--- src/rtl/pipeline_control_if.sv ---
// Stall/flush control bundle between the LEGv8 pipeline datapath and pipeline_control.
// PIPELINE_PERF_EN adds the performance counter outputs.
interface pipeline_control_if #(
  parameter int COUNTERSIZE = 3
);
  logic                   stall_req;
  logic                   branch_taken;
  logic                   mem_busy;
  logic                   hlt_id;
  logic [COUNTERSIZE-1:0] stage;
  logic                   pc_write;
  logic                   ifid_write;
  logic                   ifid_flush;
  logic                   idex_bubble;
  logic                   exmem_flush;
  logic                   pipe_en;
  logic                   halted;
`ifdef PIPELINE_PERF_EN
  logic [15:0]            stall_cycles;
  logic [15:0]            flush_count;
  logic [15:0]            freeze_cycles;

  modport master (
    output stall_req, branch_taken, mem_busy, hlt_id,
    input  stage, pc_write, ifid_write, ifid_flush, idex_bubble,
           exmem_flush, pipe_en, halted,
           stall_cycles, flush_count, freeze_cycles
  );

  modport slave (
    input  stall_req, branch_taken, mem_busy, hlt_id,
    output stage, pc_write, ifid_write, ifid_flush, idex_bubble,
           exmem_flush, pipe_en, halted,
           stall_cycles, flush_count, freeze_cycles
  );
`else
  modport master (
    output stall_req, branch_taken, mem_busy, hlt_id,
    input  stage, pc_write, ifid_write, ifid_flush, idex_bubble,
           exmem_flush, pipe_en, halted
  );

  modport slave (
    input  stall_req, branch_taken, mem_busy, hlt_id,
    output stage, pc_write, ifid_write, ifid_flush, idex_bubble,
           exmem_flush, pipe_en, halted
  );
`endif
endinterface

--- src/rtl/pipeline_control.sv ---
// Central stall/flush/halt sequencer for the 5-stage LEGv8 pipeline.
// Optional PIPELINE_PERF_EN adds saturating stall/flush/freeze cycle counters.
module pipeline_control #(
  parameter int COUNTERSIZE  = 3,
  parameter int STAGE_MAX    = 5,
  parameter int DRAIN_CYCLES = 3
) (
  input  logic               clk,
  input  logic               rst_n,
  pipeline_control_if.slave  bus
);

  typedef enum logic [1:0] {RUN, DRAIN, HALTED} state_t;

  localparam int DW = (DRAIN_CYCLES > 2) ? $clog2(DRAIN_CYCLES) : 1;
  localparam logic [DW-1:0]          DRAIN_LOAD = DW'(DRAIN_CYCLES - 1);
  localparam logic [COUNTERSIZE-1:0] STAGE_SAT  = COUNTERSIZE'(STAGE_MAX);
  localparam logic [COUNTERSIZE-1:0] STAGE_ONE  = COUNTERSIZE'(1);

  state_t                 state_q, state_d;
  logic [COUNTERSIZE-1:0] stage_q, stage_d;
  logic [DW-1:0]          drain_q, drain_d;
  logic                   halted_q;

  logic pc_write, ifid_write, ifid_flush, idex_bubble, exmem_flush, pipe_en;
  logic do_flush, do_stall, do_freeze;

  always_ff @(posedge clk or negedge rst_n) begin
    if (!rst_n) begin
      state_q  <= RUN;
      stage_q  <= '0;
      drain_q  <= '0;
      halted_q <= 1'b0;
    end else begin
      state_q  <= state_d;
      stage_q  <= stage_d;
      drain_q  <= drain_d;
      halted_q <= (state_d == HALTED);
    end
  end

  // Priority: mem_busy > branch_taken > hlt_id > stall_req; a branch squashes younger requests.
  always_comb begin
    state_d     = state_q;
    drain_d     = drain_q;
    pc_write    = 1'b0;
    ifid_write  = 1'b0;
    ifid_flush  = 1'b0;
    idex_bubble = 1'b0;
    exmem_flush = 1'b0;
    pipe_en     = 1'b0;
    do_flush    = 1'b0;
    do_stall    = 1'b0;
    do_freeze   = 1'b0;

    unique case (state_q)
      RUN: begin
        if (bus.mem_busy) begin
          do_freeze = 1'b1;
        end else if (bus.branch_taken) begin
          do_flush = 1'b1;
        end else if (bus.hlt_id) begin
          ifid_write = 1'b1;
          ifid_flush = 1'b1;
          pipe_en    = 1'b1;
          state_d    = DRAIN;
          drain_d    = DRAIN_LOAD;
        end else if (bus.stall_req && (stage_q > STAGE_ONE)) begin
          idex_bubble = 1'b1;
          pipe_en     = 1'b1;
          do_stall    = 1'b1;
        end else begin
          pc_write   = 1'b1;
          ifid_write = 1'b1;
          pipe_en    = 1'b1;
        end
      end
      DRAIN: begin
        if (bus.mem_busy) begin
          do_freeze = 1'b1;
        end else if (bus.branch_taken) begin
          do_flush = 1'b1;
          state_d  = RUN;
          drain_d  = '0;
        end else begin
          ifid_write = 1'b1;
          ifid_flush = 1'b1;
          pipe_en    = 1'b1;
          if (drain_q == '0) state_d = HALTED;
          else               drain_d = drain_q - DW'(1);
        end
      end
      HALTED: begin
      end
      default: state_d = RUN;
    endcase

    if (do_flush) begin
      pc_write    = 1'b1;
      ifid_write  = 1'b1;
      ifid_flush  = 1'b1;
      idex_bubble = 1'b1;
      exmem_flush = 1'b1;
      pipe_en     = 1'b1;
    end

    // Hold every control low while reset is asserted, even mid-drain.
    if (!rst_n) begin
      pc_write    = 1'b0;
      ifid_write  = 1'b0;
      ifid_flush  = 1'b0;
      idex_bubble = 1'b0;
      exmem_flush = 1'b0;
      pipe_en     = 1'b0;
      do_flush    = 1'b0;
      do_stall    = 1'b0;
      do_freeze   = 1'b0;
    end
  end

  always_comb begin
    stage_d = stage_q;
    if (do_flush)                           stage_d = STAGE_ONE;
    else if (pipe_en && stage_q < STAGE_SAT) stage_d = stage_q + STAGE_ONE;
  end

  assign bus.stage       = stage_q;
  assign bus.pc_write    = pc_write;
  assign bus.ifid_write  = ifid_write;
  assign bus.ifid_flush  = ifid_flush;
  assign bus.idex_bubble = idex_bubble;
  assign bus.exmem_flush = exmem_flush;
  assign bus.pipe_en     = pipe_en;
  assign bus.halted      = halted_q;

`ifdef PIPELINE_PERF_EN
  logic [15:0] stall_cycles_q, flush_count_q, freeze_cycles_q;

  // Event strobes are already zero in HALTED, so the counters freeze there.
  always_ff @(posedge clk or negedge rst_n) begin
    if (!rst_n) begin
      stall_cycles_q  <= '0;
      flush_count_q   <= '0;
      freeze_cycles_q <= '0;
    end else begin
      if (do_stall  && stall_cycles_q  != 16'hFFFF) stall_cycles_q  <= stall_cycles_q  + 16'd1;
      if (do_flush  && flush_count_q   != 16'hFFFF) flush_count_q   <= flush_count_q   + 16'd1;
      if (do_freeze && freeze_cycles_q != 16'hFFFF) freeze_cycles_q <= freeze_cycles_q + 16'd1;
    end
  end

  assign bus.stall_cycles  = stall_cycles_q;
  assign bus.flush_count   = flush_count_q;
  assign bus.freeze_cycles = freeze_cycles_q;
`endif

endmodule

--- src/flat_wrapper.sv ---
// flat-port wrapper written by rule: the top's interface ports become plain ports
module pipeline_control_flat 
#(
  parameter int COUNTERSIZE  = 3,
  parameter int STAGE_MAX    = 5,
  parameter int DRAIN_CYCLES = 3
)
  (clk, rst_n, bus_stall_req, bus_branch_taken, bus_mem_busy, bus_hlt_id, bus_stage, bus_pc_write, bus_ifid_write, bus_ifid_flush, bus_idex_bubble, bus_exmem_flush, bus_pipe_en, bus_halted);
  pipeline_control_if #(.COUNTERSIZE(COUNTERSIZE)) bus_i ();
  input  logic clk;
  input  logic rst_n;
  input wire logic [$bits(bus_i.stall_req)-1:0] bus_stall_req;
  input wire logic [$bits(bus_i.branch_taken)-1:0] bus_branch_taken;
  input wire logic [$bits(bus_i.mem_busy)-1:0] bus_mem_busy;
  input wire logic [$bits(bus_i.hlt_id)-1:0] bus_hlt_id;
  output wire logic [$bits(bus_i.stage)-1:0] bus_stage;
  output wire logic [$bits(bus_i.pc_write)-1:0] bus_pc_write;
  output wire logic [$bits(bus_i.ifid_write)-1:0] bus_ifid_write;
  output wire logic [$bits(bus_i.ifid_flush)-1:0] bus_ifid_flush;
  output wire logic [$bits(bus_i.idex_bubble)-1:0] bus_idex_bubble;
  output wire logic [$bits(bus_i.exmem_flush)-1:0] bus_exmem_flush;
  output wire logic [$bits(bus_i.pipe_en)-1:0] bus_pipe_en;
  output wire logic [$bits(bus_i.halted)-1:0] bus_halted;
  assign bus_i.stall_req = bus_stall_req;
  assign bus_i.branch_taken = bus_branch_taken;
  assign bus_i.mem_busy = bus_mem_busy;
  assign bus_i.hlt_id = bus_hlt_id;
  assign bus_stage = bus_i.stage;
  assign bus_pc_write = bus_i.pc_write;
  assign bus_ifid_write = bus_i.ifid_write;
  assign bus_ifid_flush = bus_i.ifid_flush;
  assign bus_idex_bubble = bus_i.idex_bubble;
  assign bus_exmem_flush = bus_i.exmem_flush;
  assign bus_pipe_en = bus_i.pipe_en;
  assign bus_halted = bus_i.halted;
  pipeline_control #(.COUNTERSIZE(COUNTERSIZE), .STAGE_MAX(STAGE_MAX), .DRAIN_CYCLES(DRAIN_CYCLES)) u_core (.clk(clk), .rst_n(rst_n), .bus(bus_i));
endmodule
--- config.mk ---
export PLATFORM = sky130hd
export DESIGN_NAME = pipeline_control_flat
export DESIGN_NICKNAME = d
export VERILOG_FILES = /design/src/rtl/pipeline_control_if.sv /design/src/rtl/pipeline_control.sv /design/src/flat_wrapper.sv
export SDC_FILE = /design/constraint.sdc
export NUM_CORES = 1
export LEC_CHECK = 0
export BUFFER_PORTS_ARGS = -buffer_cell sky130_fd_sc_hd__buf_2
export CAP_MARGIN = 20
export CORE_AREA = 2 2 39 41
export DETAILED_ROUTE_END_ITERATION = 8
export DIE_AREA = 0 0 41 43
export PLACE_DENSITY_LB_ADDON = 0.08
export SYNTH_ARGS = -nofsm -noshare
export SYNTH_HDL_FRONTEND = slang
export SYNTH_SLANG_ARGS = --single-unit
export TNS_END_PERCENT = 100
--- constraint.sdc ---
create_clock -name clk -period 1.6 [get_ports clk]
set_input_delay 0.08 -clock clk [delete_from_list [all_inputs] [get_ports clk]]
set_output_delay 0.08 -clock clk [all_outputs]
set_load 0.05 [all_outputs]
# Word-level counts from Yosys, hierarchy flattened
# Cells that the tools add are included.
# W data, S select, Z words.
[op_classes]
n_addsub = 2
order_cmp = 2
eq_ne = 8
muxes = 53
reduce_logical = 8
[ops]
columns = ["op", "count"]
rows = [
  ["$mux W1", 35],
  ["$mux W2", 12],
  ["$ne A2 B2 Y1 const B", 4],
  ["$mux W3", 2],
  ["$pmux W2 S3", 1],
  ["$reduce_and A6 Y1", 1],
  ["$eq A2 B2 Y1 const B", 2],
  ["$logic_not A2 Y1", 2],
  ["$pmux W1 S2", 2],
  ["$pmux W2 S2", 1],
  ["$reduce_bool A2 Y1", 2],
  ["$add A3 B1 Y3 const B", 1],
  ["$gt A3 B1 Y1 const B", 1],
  ["$lt A3 B3 Y1 const B", 1],
  ["$ne A3 B3 Y1 const B", 1],
  ["$eq A2 B1 Y1 const B", 1],
  ["$logic_and A1 B1 Y1", 2],
  ["$reduce_or A2 Y1", 1],
  ["$sub A2 B1 Y2 const B", 1],
]
[totals]
ff_bits = 8
out_inout_bits = 10
wordCells = 77

# Depth between registers and ports, before layout
# Gate-level depths: netlist (run 1).
[logic_depth]
word_depth = 9
ltp_mapped = 5

# Worst setup path before layout (run 1)
# Ideal clock, no wire load.
[synth_timing]
kind = "register to output"
startpoint = "reg u_core.stage_q[0] (netlist: u_core.bus.stage[0])"
endpoint = "out bus_ifid_write"
arrival_ns = 1.989
required_time_ns = 1.520
path_slack_ns = -0.469
stages_incl_launch_ff = 4
path_buffers = 0
path_cell_list = "dfrtp_1 or3_1 and3_4 a21oi_1"
[synth_via]
elab_chain_len = 9
[synth_rtl]
columns = ["item", "line", "rtl"]
rows = [
  ["start, declared", "pipeline_control.sv:21", "logic [COUNTERSIZE-1:0] stage_q, stage_d;"],
  ["start signal, assigned", "pipeline_control.sv:36", "stage_q <= stage_d;"],
  ["$gt A3 B1 Y1", "pipeline_control.sv:68", "end else if (bus.stall_req && (stage_q > STAGE_ONE)) begin"],
  ["$logic_and A1 B1 Y1", "pipeline_control.sv:68", ""],
  ["$mux W1", "pipeline_control.sv:68", ""],
  ["$mux W1", "pipeline_control.sv:62", "end else if (bus.hlt_id) begin"],
  ["$mux W1", "pipeline_control.sv:60", "end else if (bus.branch_taken) begin"],
  ["$mux W1", "pipeline_control.sv:58", "if (bus.mem_busy) begin"],
  ["$pmux W1 S2", "pipeline_control.sv:56", "unique case (state_q)"],
  ["$mux W1", "pipeline_control.sv:98", "if (do_flush) begin"],
  ["$mux W1", "pipeline_control.sv:108", "if (!rst_n) begin"],
  ["end, declared", "flat_wrapper.sv:18", "output wire logic [$bits(bus_i.ifid_write)-1:0] bus_ifid_write;"],
]
# Every way passes these cells.

# Final worst setup path (run 1)
[layout_timing]
startpoint = "reg u_core.stage_q[1] (netlist: u_core.bus.stage[1])"
endpoint = "out bus_pc_write"
[layout_via]
elab_chain_len = 9
[layout_rtl]
columns = ["item", "line", "rtl"]
rows = [
  ["$gt A3 B1 Y1", "pipeline_control.sv:68", ""],
  ["$logic_and A1 B1 Y1", "pipeline_control.sv:68", ""],
  ["$mux W1", "pipeline_control.sv:68", ""],
  ["$mux W1", "pipeline_control.sv:62", ""],
  ["$mux W1", "pipeline_control.sv:60", ""],
  ["$mux W1", "pipeline_control.sv:58", ""],
  ["$mux W1", "pipeline_control.sv:56", ""],
  ["$mux W1", "pipeline_control.sv:98", ""],
  ["$mux W1", "pipeline_control.sv:108", ""],
  ["end, declared", "flat_wrapper.sv:17", "output wire logic [$bits(bus_i.pc_write)-1:0] bus_pc_write;"],
]
# Every way passes these cells.

==> metrics.md, run 1 <==
| Metric | Value |
|---|---|
| Final period util | `101.0%` |
| Critical path class | `register to primary output` |
| PortBufs | `15` |
| Synth top area cells | `dfrtp_1, ha_1, inv_1, o21ai_0, nor2_1` |
| Lkg Pwr | `0.0003577 uW` |
| WL/cell | `11.74 microns` |
| Max Cap Violations | `0` |
| Largest net degree at the start of global routing | `13` |
| Yosys cell types | `33` |
| Total CTS buffers | `3` |
| Min Tclk post-route | `1616 ps` |
| Clk_lat worst skew | `250 ps` |
| Core Util, Final | `56.33%` |
| # IOs | `16` |
| Failing checks | `negative setup slack` |
| Dpl cell area | `685.7 sq um` |
| Reg clk slew, reported paths | `60 ps` |
| HPWL Detailed | `889.2 microns` |
| Die height | `43 microns` |
| Yosys warnings | `0` |
| Syn Std Cell Area | `539.3 sq um` |
| Reg2reg setup slack | `280 ps` |
| Worst setup SP type | `register` |
| Final WS setup | `-16.29 ps` |
| Worst EP arrival | `1540 ps` |
| Metal-1 WL | `486 microns` |
| Max VDD drop | `948.6 uV` |
| Hold wc startpoint | `bus_hlt_id` |
| Most frequent cells in the layout | `buf_2, inv_1, buf_4` |
| Final Cell Area | `779.5 sq um` |
| Top cell type's share of synthesized area | `37.12%` |
| Cells after synthesis | `62` |
| Global placement routability congestion | `0.6758` |
| Outcome | `finished, violations left` |
| Final antenna-violating net count | `0` |
| Core area | `1384 sq um` |
| Initial drt markers | `4` |
| Total grt overflow | `0` |
| Initial Util | `38.97%` |
| CTS tree | `built` |
| Highest clock rate | `0.6187 GHz` |
| Syn Area/Cell | `8.698 sq um` |
| # H-tree levels | `1` |
| Slew headroom | `70.48%` |
| Crit-path max FO | `6` |
| DRT Pass-1 Iters | `4` |
| Max Used Layer | `met4` |
| Die ar. | `1763 sq um` |
| Via count | `531` |
| Worst hold path depth | `3` |
| Layout cells sized above 1 | `44.71%` |
| Met3 WL | `49 microns` |
| Number of global-route vias before repair | `496` |
| Drt via density | `5.257` |
| DRC Markers | `0` |
| WL met2 | `638 microns` |
| Final wirelength | `1186 microns` |
| Hold Slack | `129.2 ps` |
| Row count | `14` |
| Worst Reg-to-Reg Cells | `5` |
| Inst Count DP | `95` |
| Sequential area share after synthesis | `37.12%` |
| Fin. Hold Viols | `0` |
| Clk buf depth | `2` |
| Worst r2r src | `u_core.bus.stage[0]$_DFFE_PN0P_` |
| Synth area leader | `dfrtp_1` |
| Clk_skew | `4.549 ps` |
| WHS Endpoint | `u_core.state_q[0]$_DFF_PN0_` |
| Synth Register Bits | `8` |
| Clock Tree Root | `clkbuf_4` |
| Global-route wire length before repair | `1938 microns` |
| Pwr dens | `1777 nW/um^2` |
| Nets | `95` |
| Min-Delay Path Class | `input pin to register` |
| CP endpoint kind | `primary output` |
| Setup WS pre-CTS | `105.2 ps` |
| Clk sinks | `8` |
| RSZ-0062 raised after global routing | `yes` |
| Syn-to-layout area delta | `44.55%` |
| Cell Count, Final, Fillers Out | `101` |
| Initial antenna violation count | `0` |
| Max Slew Vio Count | `0` |
| Syn Nets | `71` |
| CP Data Required Time | `1520 ps` |
| Gr usage total | `16.36%` |
| Final setup fails | `2` |
| RR Endpoint | `u_core.bus.stage[2]$_DFFE_PN0P_` |
| Worst Max-Slew Pin Slew | `439.4 ps` |
| Commonest non-fill, non-tap cell in the layout | `buf_2` |
| Die Wd | `41 microns` |
| Ant. Diodes | `0` |
## cells by family after synthesis
logic type	Yosys count	share of synthesized area, %
AND/OR/NAND/NOR	21	23.44
flip-flops	8	37.12
adder cells (fa/ha/maj)	3	6.961
AO/OA/AOI/OAI	20	25.29
buffers and inverters	10	7.191
## sequential cells by signal, indices dropped and copies added, names as in the netlist
| name | flops |
|---|---|
| u_core.bus.stage | 3 |
| u_core.drain_q | 2 |
| u_core.state_q | 2 |
| u_core.bus.halted | 1 |
## synth_stat cells
cell	n
nor2_1	6
nor2_2	1
nor4_1	1
o22a_1	1
or3_1	1
ha_1	3
inv_1	7
a41oi_1	1
nor3_1	1
clkbuf_1	1
a31oi_1	1
o21ai_0	5
a32oi_1	1
nor2b_1	1
inv_2	1
nand2_1	2
and3b_2	1
o21a_1	1
o221ai_1	1
nand3b_1	1
nand4_1	1
o2bb2ai_1	1
buf_2	1
nand2b_1	2
dfrtp_1	8
a21o_1	1
and3_4	1
and4bb_2	1
a21oi_1	4
a211oi_1	1
a22o_2	1
nand2_2	1
o21ai_2	1
## metrics by stage
stage | power [uW] | TNS [ps]
5_1_grt | 1516 | -224.4
3_3_place_gp | 1143 | 0
4_1_cts | 1357 | -70.89
6_report | 1385 | -31.77
2_1_floorplan | 961.2 | 0
3_5_place_dp | 1148 | 0
## power breakdown
group | switching (uW) | total, uW | internal, uW
clock | 67.7 | 163 | 95.3
sequential | 85.2 | 379 | 294
combinational | 524 | 843 | 318
## routing by layer
metal | up-vias | global-route usage [%]
met5 | - | 0
met4 | 0 | 8.000
met3 | 2 | 4.712
met2 | 11 | 26.88
met1 | 248 | 18.06
li1 | 270 | -
## cell type report
cell class	count	area, sq um
Fill cell	135	604.3
Timing Repair Buffer	21	143.9
Inverter	8	30.03
Tap cell	16	20.02
Clock buffer	4	26.28
Sequential cell	8	203.9
Multi-Input combinational cell	44	355.3
## repair_timing
action	in CTS	in global routing
setup buffers	0	1
gates resized for setup	7	5
endpoints found under the setup margin	4	5
endpoints found under the hold margin	8	0
pin swaps	3	0
cloned	0	0
hold buffers	1	0
## worst max path at each step
stage | from | end | slack, ps
3_3_place_gp | u_core.bus.stage[1]$_DFFE_PN0P_ | bus_pc_write | 120
2_1_floorplan | u_core.bus.stage[1]$_DFFE_PN0P_ | bus_pc_write | 50
6_report | u_core.bus.stage[1]$_DFFE_PN0P_ | bus_pc_write | -20
5_1_grt | u_core.bus.stage[1]$_DFFE_PN0P_ | bus_pc_write | -90
3_5_place_dp | u_core.bus.stage[1]$_DFFE_PN0P_ | bus_pc_write | 110
4_1_cts | u_core.bus.stage[1]$_DFFE_PN0P_ | bus_idex_bubble | -30
## worst max-delay path: stages, from the launching register on
cell and delay (ps):
dfrtp_2 430, or3_4 390, and3_4 180, o21ai_4 120, buf_6 170
Note: power is estimated with default switching activity, not from simulation.
==> inputs of run 2 (changes only) <==
- ABC_AREA: default -> 0
- PLACE_DENSITY: default -> 0.75
- PLACE_DENSITY_LB_ADDON: 0.08 -> default
==> metrics.md, run 2 (synthesis results as in run 1) <==
| Metric | Value |
|---|---|
| Gr usage total | `16.24%` |
| Ant. Diodes | `0` |
| Min Tclk post-route | `1607 ps` |
| Max Cap Violations | `0` |
| Clk_lat worst skew | `250 ps` |
| Most frequent cells in the layout | `buf_2, inv_1, buf_4` |
| Clk sinks | `8` |
| DRC Markers | `0` |
| Die ar. | `1763 sq um` |
| Total CTS buffers | `3` |
| Syn-to-layout area delta | `46.87%` |
| Crit-path max cell delay | `410 ps` |
| Nets | `96` |
| Drt via density | `5.137` |
| CP max-delay cell | `dfrtp_2` |
| Worst setup SP type | `register` |
| CP Cell Sequence | `or3_4, and3_4, o21ai_4, buf_6` |
| Total grt overflow | `0` |
| Worst EP arrival | `1530 ps` |
| Final wirelength | `1257 microns` |
| Pwr dens | `1812 nW/um^2` |
| Core area | `1384 sq um` |
| Cell Count, Final, Fillers Out | `102` |
| Clock Tree Root | `clkbuf_4` |
| Outcome | `finished, violations left` |
| Initial Util | `38.97%` |
| Failing checks | `negative setup slack` |
| RSZ-0062 raised after global routing | `yes` |
| Global-route wire length before repair | `1980 microns` |
| DRT Pass-1 Iters | `2` |
| Largest net degree at the start of global routing | `13` |
| Slew headroom | `79.12%` |
| Setup WS pre-CTS | `101.8 ps` |
| Clk buf depth | `2` |
| Via count | `524` |
| CP endpoint kind | `primary output` |
| Max reg flops | `3` |
| Final period util | `100.4%` |
| Die Wd | `41 microns` |
| Final setup fails | `2` |
| Crit-path max FO | `3` |
| PortBufs | `15` |
| Fin. Hold Viols | `0` |
| Max Used Layer | `met3` |
| Reg clk slew, reported paths | `60 ps` |
| WL/cell | `12.32 microns` |
| Min-Delay Path Class | `input pin to register` |
| WL met2 | `653 microns` |
| Clk_skew | `6.419 ps` |
| Initial antenna violation count | `0` |
| Commonest non-fill, non-tap cell in the layout | `buf_2` |
| Lkg Pwr | `0.0003641 uW` |
| Die height | `43 microns` |
| # H-tree levels | `1` |
| CTS tree | `built` |
| Critical path class | `register to primary output` |
| Met3 WL | `27 microns` |
| CP Data Required Time | `1520 ps` |
| Final WS setup | `-6.571 ps` |
| Worst Max-Slew Pin Slew | `313.2 ps` |
| Final antenna-violating net count | `0` |
| Layout cells sized above 1 | `46.51%` |
| Highest clock rate | `0.6224 GHz` |
| Initial drt markers | `7` |
| HPWL Detailed | `882.2 microns` |
| # IOs | `16` |
| Number of global-route vias before repair | `511` |
| Metal-1 WL | `575 microns` |
| Global placement routability congestion | `0.6825` |
| Row count | `14` |
| Max VDD drop | `910.0 uV` |
| Max Slew Vio Count | `0` |
| Inst Count DP | `92` |
## run 2: repair_timing
| action | CTS | global route |
|---|---|---|
| hold buffers | 1 | 0 |
| endpoints found under the setup margin | 4 | 5 |
| pin swaps | 4 | 2 |
| setup buffers | 4 | 1 |
| hold endpoints to repair | 8 | 0 |
| cloned | 0 | 0 |
| gates resized for setup | 7 | 9 |
## run 2: path summary, 6_finish.rpt
kind	depth (start not counted)	from	to	slack, ps
min in group asynchronous	2	rst_n	u_core.state_q[0]$_DFF_PN0_	200
min reg2reg	1	u_core.state_q[1]$_DFF_PN0_	u_core.state_q[0]$_DFF_PN0_	520
max in group asynchronous	2	rst_n	u_core.bus.stage[0]$_DFFE_PN0P_	1240
min	3	bus_hlt_id	u_core.state_q[0]$_DFF_PN0_	140
max	4	u_core.bus.stage[1]$_DFFE_PN0P_	bus_pc_write	-7
max reg2reg	6	u_core.bus.stage[0]$_DFFE_PN0P_	u_core.bus.stage[2]$_DFFE_PN0P_	140
## run 2: cell type report
type,count,area [sq um]
Sequential cell,8,203.9
Timing Repair Buffer,22,160.2
Inverter,8,32.53
Clock buffer,4,26.28
Multi-Input combinational cell,44,349.1
Fill cell,121,591.8
Tap cell,16,20.02
## run 2: report_power, final
group | total, uW | switching (uW) | leakage [uW] | internal (uW)
clock network | 165 | 69.1 | 0.0000150 | 95.4
registers | 397 | 104 | 0.0000971 | 293
logic | 874 | 527 | 0.000252 | 347
total | 1440 | 700 | 0.000364 | 736
## run 2: worst max-delay path: cells and delay by family, from the launching register on
family | cells | cell delay, ps
AOI/OAI and AO/OA | 1 | 120
buffers and inverters | 1 | 170
DFF | 1 | 410
and+or+nand+nor | 2 | 580
## run 2: routing by layer
metal,vias to the layer above,GRT usage [%]
met5,-,0
met4,0,8.000
met3,0,1.571
met2,9,26.88
met1,244,19.67
li1,271,-
## run 2: metrics by stage
step                power, uW  hold WS (ps)  TNS (ps)  util [%]  instance area [sq um]
global placement         1100        -59.28         0     47.92                  663.1
finish                   1435         135.2    -11.99     57.23                  792.0
floorplan               961.2        -215.6         0         -                  569.3
CTS                      1396         120.4    -33.47     54.70                  757.0
detailed placement       1120        -59.99         0     47.92                  663.1
global route             1534         159.7    -113.7     57.23                  792.0
